[src/rtl/rggen_apb_register_host.sv]
// APB-to-register-bus host bridge: one register request per APB transfer.
// Ports: clk/rst, APB slave (i_p*/o_p*), register host (o_reg_*/i_reg_*).
module rggen_apb_register_host #(
    parameter int ADDRESS_WIDTH     = 16,
    parameter int DATA_WIDTH        = 32,
    parameter int TIMEOUT_CYCLES    = 16,
    parameter int ERROR_ON_UNMAPPED = 1
) (
    input  logic                     clk,
    input  logic                     rst,
    input  logic                     i_psel,
    input  logic                     i_penable,
    input  logic                     i_pwrite,
    input  logic [ADDRESS_WIDTH-1:0] i_paddr,
    input  logic [DATA_WIDTH/8-1:0]  i_pstrb,
    input  logic [DATA_WIDTH-1:0]    i_pwdata,
    output logic                     o_pready,
    output logic [DATA_WIDTH-1:0]    o_prdata,
    output logic                     o_pslverr,
    output logic                     o_reg_valid,
    output logic                     o_reg_write,
    output logic [ADDRESS_WIDTH-1:0] o_reg_address,
    output logic [DATA_WIDTH-1:0]    o_reg_write_data,
    output logic [DATA_WIDTH-1:0]    o_reg_write_mask,
    input  logic                     i_reg_active,
    input  logic                     i_reg_ready,
    input  logic [DATA_WIDTH-1:0]    i_reg_read_data,
    input  logic                     i_reg_error
);

    localparam int SW  = DATA_WIDTH / 8;
    localparam int LSB = (SW > 1) ? $clog2(SW) : 0;
    localparam int CW  = (TIMEOUT_CYCLES > 0) ? $clog2(TIMEOUT_CYCLES + 1) : 1;

    localparam logic [ADDRESS_WIDTH-1:0] ALIGN = {ADDRESS_WIDTH{1'b1}} << LSB;
    localparam logic [CW-1:0] CNT_MAX  = '1;
    localparam logic [CW-1:0] CNT_LAST =
        CW'((TIMEOUT_CYCLES > 0) ? TIMEOUT_CYCLES - 1 : 0);

    typedef enum logic [1:0] {
        IDLE,
        BUSY,
        RESP
    } state_e;

    state_e                     state_q, state_d;
    logic [CW-1:0]              cnt_q, cnt_d;
    logic                       write_q, write_d;
    logic [ADDRESS_WIDTH-1:0]   addr_q, addr_d;
    logic [DATA_WIDTH-1:0]      wdata_q, wdata_d;
    logic [DATA_WIDTH-1:0]      mask_q, mask_d;
    logic [DATA_WIDTH-1:0]      prdata_q, prdata_d;
    logic                       pslverr_q, pslverr_d;
    logic [DATA_WIDTH-1:0]      strb_mask;
    logic                       timeout_hit;

    always_comb begin
        strb_mask = '0;
        for (int i = 0; i < SW; i++) begin
            strb_mask[i*8 +: 8] = {8{i_pstrb[i]}};
        end
    end

    assign timeout_hit = (TIMEOUT_CYCLES != 0) && (cnt_q == CNT_LAST);

    always_comb begin
        state_d   = state_q;
        cnt_d     = cnt_q;
        write_d   = write_q;
        addr_d    = addr_q;
        wdata_d   = wdata_q;
        mask_d    = mask_q;
        prdata_d  = prdata_q;
        pslverr_d = pslverr_q;
        case (state_q)
            IDLE: begin
                if (i_psel && !i_penable) begin
                    write_d = i_pwrite;
                    addr_d  = i_paddr & ALIGN;
                    wdata_d = i_pwdata;
                    mask_d  = i_pwrite ? strb_mask : '1;
                    cnt_d   = '0;
                    state_d = BUSY;
                end
            end
            BUSY: begin
                // Unmapped beats ready; ready beats timeout.
                if (!i_reg_active) begin
                    prdata_d  = '0;
                    pslverr_d = (ERROR_ON_UNMAPPED != 0);
                    cnt_d     = '0;
                    state_d   = RESP;
                end else if (i_reg_ready) begin
                    prdata_d  = write_q ? '0 : i_reg_read_data;
                    pslverr_d = i_reg_error;
                    cnt_d     = '0;
                    state_d   = RESP;
                end else if (timeout_hit) begin
                    prdata_d  = '0;
                    pslverr_d = 1'b1;
                    cnt_d     = '0;
                    state_d   = RESP;
                end else if (cnt_q != CNT_MAX) begin
                    cnt_d = cnt_q + CW'(1);
                end
            end
            RESP: begin
                state_d = IDLE;
            end
            default: begin
                state_d = IDLE;
            end
        endcase
    end

    always_ff @(posedge clk or posedge rst) begin
        if (rst) begin
            state_q   <= IDLE;
            cnt_q     <= '0;
            write_q   <= 1'b0;
            addr_q    <= '0;
            wdata_q   <= '0;
            mask_q    <= '0;
            prdata_q  <= '0;
            pslverr_q <= 1'b0;
        end else begin
            state_q   <= state_d;
            cnt_q     <= cnt_d;
            write_q   <= write_d;
            addr_q    <= addr_d;
            wdata_q   <= wdata_d;
            mask_q    <= mask_d;
            prdata_q  <= prdata_d;
            pslverr_q <= pslverr_d;
        end
    end

    assign o_pready         = (state_q == RESP);
    assign o_prdata         = prdata_q;
    assign o_pslverr        = pslverr_q;
    assign o_reg_valid      = (state_q == BUSY);
    assign o_reg_write      = write_q;
    assign o_reg_address    = addr_q;
    assign o_reg_write_data = wdata_q;
    assign o_reg_write_mask = mask_q;

endmodule
[config.mk]
export PLATFORM = sky130hd
export DESIGN_NAME = rggen_apb_register_host
export DESIGN_NICKNAME = d
export VERILOG_FILES = /design/src/rtl/rggen_apb_register_host.sv
export SDC_FILE = /design/constraint.sdc
export NUM_CORES = 1
export LEC_CHECK = 0
export ABC_AREA = 0
export BUFFER_PORTS_ARGS = -buffer_cell sky130_fd_sc_hd__buf_2
export CAP_MARGIN = 20
export CORE_MARGIN = 5
export CORE_UTILIZATION = 30
export DETAILED_ROUTE_END_ITERATION = 8
export PLACE_DENSITY = 0.59
export SLEW_MARGIN = 25
export SYNTH_ARGS = -nofsm -noshare
export SYNTH_HDL_FRONTEND = slang
export SYNTH_SLANG_ARGS = --single-unit
export TNS_END_PERCENT = 100
[constraint.sdc]
create_clock -name clk -period 4.7 [get_ports clk]
set_input_delay 0.235 -clock clk [delete_from_list [all_inputs] [get_ports clk]]
set_output_delay 0.235 -clock clk [all_outputs]
set_load 0.005 [all_outputs]
==> impl_metrics.env, run 1 <==
export IMPL_status="finished clean"
export IMPL_postRouteAntennaNets=0
export IMPL_fillers=1316
export IMPL_antenna_found_initial=0
export IMPL_ys_seq_elements=91
export IMPL_wl_met1_mm=3.85
export IMPL_drt_pass1_iter_count=4
export IMPL_start_util_pct=30.8
export IMPL_cap_violations=0
export IMPL_synth_cell_types=39
export IMPL_synthArstFlopShare_pct=100
export IMPL_vias_per_cell=4.30
export IMPL_whs_ns=0.106
export IMPL_instances_no_fill=688
export IMPL_max_vdd_ir_drop_uv=178
export IMPL_placed_cells=671
export IMPL_cts_buffers=9
export IMPL_clock_latency_ns=0.34
export IMPL_rr_worst_depth=5
export IMPL_cts_tree="done"
export IMPL_fin_crit_sh_pct=46.6
export IMPL_crit_arrival_ns=2.38
export IMPL_cts_root_buf="clkbuf_16"
export IMPL_grt_pass1_wl_mm=15.0
export IMPL_io_pins=208
export IMPL_die_height_microns=127
export IMPL_fin_crit_ns=2.19
export IMPL_hp_class="in -> reg"
export IMPL_cellPowerDensity_nw_per_um2=420
export IMPL_area_growth_pct=29.7
export IMPL_design_area_sq_um=5320
export IMPL_synth_edf_count=0
export IMPL_drive_above_1_share_pct=59.8
export IMPL_required_ns=4.88
export IMPL_num_antenna_cells=0
export IMPL_endpoint_kind="flip-flop"
export IMPL_path_clk_slew_ns=0.07
export IMPL_cts_max_path_buffers=2
export IMPL_crit_type="reg -> reg"
export IMPL_hold_viol=0
export IMPL_synth_cells=333
export IMPL_tightest_slew_ns=0.983
export IMPL_p_total_uw=2230
export IMPL_synth_ff_type="dfrtp_1"
export IMPL_grt_max_degree=68
export IMPL_drc=0
export IMPL_setup_tns_ns=0
export IMPL_hold_path_end="o_reg_write_data[25]$_DFFE_PP0P_"
export IMPL_nets=600
export IMPL_place_gp_congestion=0.777
export IMPL_setup_violations=0
export IMPL_io_buffers=203
export IMPL_max_slew_margin_rel_pct=34.5
export IMPL_grt_pass1_vias=2995
export IMPL_vias=2958
export IMPL_syn_cell_area_sq_um=4100
export IMPL_wl_met3_mm=1.06
export IMPL_cts_sinks=91
export IMPL_dr_max_layer_used="met4"
export IMPL_hpwl_mm=7.10
export IMPL_grt_remaining_overflow=0
export IMPL_fmax_mhz=456
export IMPL_h_tree_depth=3
export IMPL_die_x_microns=127
export IMPL_row_count=42
export IMPL_cts_resized=0
export IMPL_yosysWarningCount=0
export IMPL_wl_met2_mm=4.20
export IMPL_grt_setup_unrepaired="no"
export IMPL_drv_slew=0
export IMPL_crit_fanout=67
export IMPL_drt_iter0_drc=77
export IMPL_r2r_start="cnt_q[0]$_DFFE_PP0P_"
export IMPL_grtUsageTotal_pct=11.8
export IMPL_r2r_slack_ns=2.51
export IMPL_routed_wirelength_mm=9.29
export IMPL_die_area_sq_um=16100
export IMPL_holdCritStartpoint="i_pwdata[25]"
export IMPL_seq_area_frac_synth_pct=55.6
export IMPL_finClkSkew_ns=0.00675
export IMPL_placed_cell_area_sq_um=4990
export IMPL_startpoint_type="flip-flop"
export IMPL_core_area_sq_um=13300
export IMPL_wl_per_cell_microns=13.5
export IMPL_power_leakage_uw=0.00264
export IMPL_hold_path_cell_count=2
export IMPL_syn_avg_cell_area_sq_um=12.3
export IMPL_r2r_end="o_prdata[30]$_DFFE_PP0P_"
## worst max-delay path by stage
stage,start,to,slack [ns],cells after the start
2_1_floorplan,rst,cnt_q[0]$_DFFE_PP0P_,2.10,1
3_3_place_gp,cnt_q[0]$_DFFE_PP0P_,o_prdata[31]$_DFFE_PP0P_,2.52,5
3_5_place_dp,cnt_q[0]$_DFFE_PP0P_,o_prdata[30]$_DFFE_PP0P_,2.44,5
4_1_cts,cnt_q[0]$_DFFE_PP0P_,o_prdata[30]$_DFFE_PP0P_,2.46,5
5_1_grt,cnt_q[0]$_DFFE_PP0P_,o_pslverr$_DFFE_PP0P_,2.30,5
6_report,cnt_q[0]$_DFFE_PP0P_,o_prdata[30]$_DFFE_PP0P_,2.51,5
## layout make-up
type | instances | area (sq um) | area share (%)
Clock buffer | 10 | 239 | 4.50
Clock inverter | 6 | 72.6 | 1.37
Inverter | 8 | 32.5 | 0.612
Multi-Input combinational cell | 189 | 1420 | 26.7
Sequential cell | 91 | 2280 | 42.8
Tap cell | 176 | 220 | 4.14
Timing Repair Buffer | 208 | 1060 | 19.9
## power by group
part	switching (uW)	total, uW	internal (uW)
Sequential	81.1	1010	927
Combinational	227	479	252
Clock	313	746	433
Total	621	2230	1610
## cells by family (layout without fill, tap and decap cells)
family	count (synthesis)	count (layout)	synth area share, %
AOI/OAI and AO/OA	47	47	9.28
buffers and inverters	54	232	10.1
muxes	48	48	13.2
adders and majority gates	1	1	0.305
other	1	2	0.0915
and+or+nand+nor	91	91	11.5
DFF	91	91	55.6
## worst max-delay path, stage by stage, from the launching register on
cell	delay (ns)
dfrtp_1	0.42
ha_1	0.27
and4b_4	0.22
o21ai_4	0.13
buf_4	0.72
o21ai_0	0.21
## cells in the final DEF (no fill, tap or decap), drive strengths merged, types with 2 or more instances in the layout
cell	n
nand2b	2
clkbuf	10
o21ai	35
a21oi	3
conb	2
nand4	2
clkinv	3
mux2	47
buf	207
a31oi	4
inv	10
and2b	2
nor3	2
nand2	70
nor2	8
dfrtp	91
## synthesized netlist by cell type (all sizes together) (2+ instances only)
library cell	instances	share of area, %
dfrtp	91	56
nand2	70	8.2
mux2	47	13
buf	43	9.1
o21ai	35	7.3
inv	8	0.73
nor2	8	0.79
a31oi	4	0.61
a21oi	3	0.37
clkbuf	3	0.27
and2b	2	0.43
nand2b	2	0.37
nand4	2	0.31
nor3	2	0.37
## registers in the layout, indices dropped and copies added (netlist names)
register          cells
state_q               2
o_prdata             32
cnt_q                 5
o_reg_write_data     32
o_reg_write           1
o_reg_address        14
o_pslverr             1
o_reg_write_mask      4
## per-stage QoR
step	setup slack [ns]	utilization, %
final	2.51	40.0
after global placement	2.52	37.6
after floorplan	2.10	-
after global routing	2.30	40.0
after CTS	2.46	40.0
after detailed placement	2.44	37.6
## what timing repair did
action                                 CTS  global route
hold buffers                             1             0
buffers inserted                         0             0
endpoints found under the hold margin   44             0
## routing by layer
metal	GRT usage [%]	vias to the layer above
met1	14.5	1361
met5	0	-
met4	5.80	0
met2	17.7	135
met3	4.96	12
li1	-	1450
No activity file was read; power rests on OpenSTA's default activity.
==> inputs of run 2 (changes only) <==
PLACE_DENSITY = 0.61   (was 0.59)
clock period = 1.9 ns   (was 4.7 ns; I/O delays follow)
==> run 2 against run 1 <==
  * Total power grew to 2.5 times the previous value
  * Clock-buffer cell count unchanged
  * Die area is the same
  * Maximum frequency grew 23%
  * Critical path type unchanged
  * Critical endpoint unchanged
==> impl_metrics.env, run 2 (synthesis results as in run 1) <==
export IMPL_grt_setup_unrepaired="no"
export IMPL_whs_ns=0.0425
export IMPL_vias_per_cell=4.27
export IMPL_cts_resized=0
export IMPL_grtUsageTotal_pct=13.4
export IMPL_instances_no_fill=777
export IMPL_met2_usage_pct=22.6
export IMPL_setup_tns_ns=0
export IMPL_cts_sinks=91
export IMPL_die_height_microns=127
export IMPL_grt_pass1_wl_mm=17.3
export IMPL_row_count=42
export IMPL_met3_usage_pct=4.12
export IMPL_cts_max_path_buffers=2
export IMPL_io_pins=208
export IMPL_required_ns=2.16
export IMPL_place_gp_congestion=0.805
export IMPL_power_leakage_uw=0.00302
export IMPL_finClkSkew_ns=0.00770
export IMPL_hpwl_mm=6.88
export IMPL_io_buffers=203
export IMPL_grtUsageMet1_pct=15.6
export IMPL_start_util_pct=30.8
export IMPL_cellPowerDensity_nw_per_um2=897
export IMPL_grt_pass1_vias=3470
export IMPL_antenna_found_initial=0
export IMPL_startpoint_type="flip-flop"
export IMPL_crit_fanout=18
export IMPL_die_x_microns=127
export IMPL_fin_crit_sh_pct=93.8
export IMPL_fin_crit_ns=1.78
export IMPL_num_antenna_cells=0
export IMPL_drt_iter0_drc=91
export IMPL_final_common_cell="buf_2"
export IMPL_fmax_mhz=561
export IMPL_drive_above_1_share_pct=51.9
export IMPL_path_clk_slew_ns=0.07
export IMPL_top_usage_layer="met2"
export IMPL_placed_cells=677
export IMPL_grt_remaining_overflow=0
export IMPL_endpoint_kind="flip-flop"
export IMPL_drc=0
export IMPL_cts_root_buf="clkbuf_16"
export IMPL_vias=3318
export IMPL_die_area_sq_um=16100
export IMPL_drt_pass1_iter_count=4
export IMPL_clock_latency_ns=0.34
export IMPL_nets=689
export IMPL_grt_max_degree=92
export IMPL_setup_violations=0
export IMPL_cts_tree="done"
export IMPL_layout_common_cells="buf_2, dfrtp_1, dlygate4sd3_1"
export IMPL_routed_wirelength_mm=10.6
export IMPL_hold_viol=0
export IMPL_postRouteAntennaNets=0
export IMPL_cts_buffers=9
export IMPL_area_growth_pct=52.3
export IMPL_status="finished clean"
export IMPL_fillers=1157
export IMPL_crit_arrival_ns=2.04
export IMPL_core_area_sq_um=13300
export IMPL_crit_type="reg -> reg"
export IMPL_cap_violations=0
export IMPL_drv_slew=0
export IMPL_hp_class="in -> reg"
export IMPL_wl_per_cell_microns=13.6
export IMPL_max_vdd_ir_drop_uv=375
export IMPL_h_tree_depth=3
-- run 2: cell count changes in the layout (fill, tap and decap cells not counted) --
cell           delta
dlygate4sd3_1    +83
buf_12            +6
clkinvlp_4        +2
inv_6             +2
bufinv_16         -1
clkinv_4          -1
inv_4             -1
inv_8             -1
-- run 2: final timing paths --
| kind | slack (ns) | startpoint | to | depth (start not counted) |
|---|---|---|---|---|
| max in group asynchronous | 1.08 | rst | o_prdata[27]$_DFFE_PP0P_ | 4 |
| worst max-delay path | 0.12 | cnt_q[0]$_DFFE_PP0P_ | o_prdata[30]$_DFFE_PP0P_ | 6 |
| worst min register to register | 0.47 | o_prdata[21]$_DFFE_PP0P_ | o_prdata[21]$_DFFE_PP0P_ | 2 |
| min in group asynchronous | 0.44 | rst | o_reg_write_data[28]$_DFFE_PP0P_ | 4 |
| worst max register to register | 0.12 | cnt_q[0]$_DFFE_PP0P_ | o_prdata[30]$_DFFE_PP0P_ | 6 |
| worst min-delay path | 0.04 | i_reg_error | o_pslverr$_DFFE_PP0P_ | 3 |
-- run 2: power breakdown --
group | internal, uW | switching, uW
sequential | 2290 | 208
clock | 937 | 774
combinational | 774 | 613
total | 4000 | 1600
-- run 2: what timing repair did --
item                                   in CTS  in global routing
hold buffers                               84                  0
endpoints found under the hold margin     173                  0
setup endpoints to repair                   0                  0
setup buffers                               0                  0
-- run 2: worst max-delay path: stages (launching register included) --
cell and delay [ns]:
dfrtp_1 0.43, ha_1 0.28, and4b_4 0.22, o21ai_4 0.40, buf_12 0.23, nand2_1 0.06, o21ai_0 0.07
-- run 2: through the flow --
stage / cell area (sq um) / worst slack (ns) / power, uW / util, %
2_1_floorplan: 4110 / 0.401 / 3260 / -
3_3_place_gp: 5110 / 0.152 / 3760 / 38.5
3_5_place_dp: 5110 / 0.122 / 3800 / 38.5
5_1_grt: 6240 / 0.0307 / 5950 / 47.0
4_1_cts: 6240 / 0.124 / 5690 / 47.0
6_report: 6240 / 0.118 / 5600 / 47.0
-- run 2: layer usage --
layer | share of wire [%] | routed length, microns | vias to the layer above
met5 | 0 | 0 | -
met4 | 2.1 | 222 | 0
met3 | 8.5 | 905 | 15
met2 | 49 | 5200 | 139
met1 | 40 | 4270 | 1537
li1 | - | - | 1627
-- run 2: final cells by class --
type	instances	area, sq um	area share, %
multi-input combinational	189	1420	22.7
clock buffer	10	239	3.83
sequential	91	2280	36.5
tap	176	220	3.53
clock inverter	6	47.5	0.762
timing repair buffer	297	2010	32.2
inverter	8	33.8	0.541
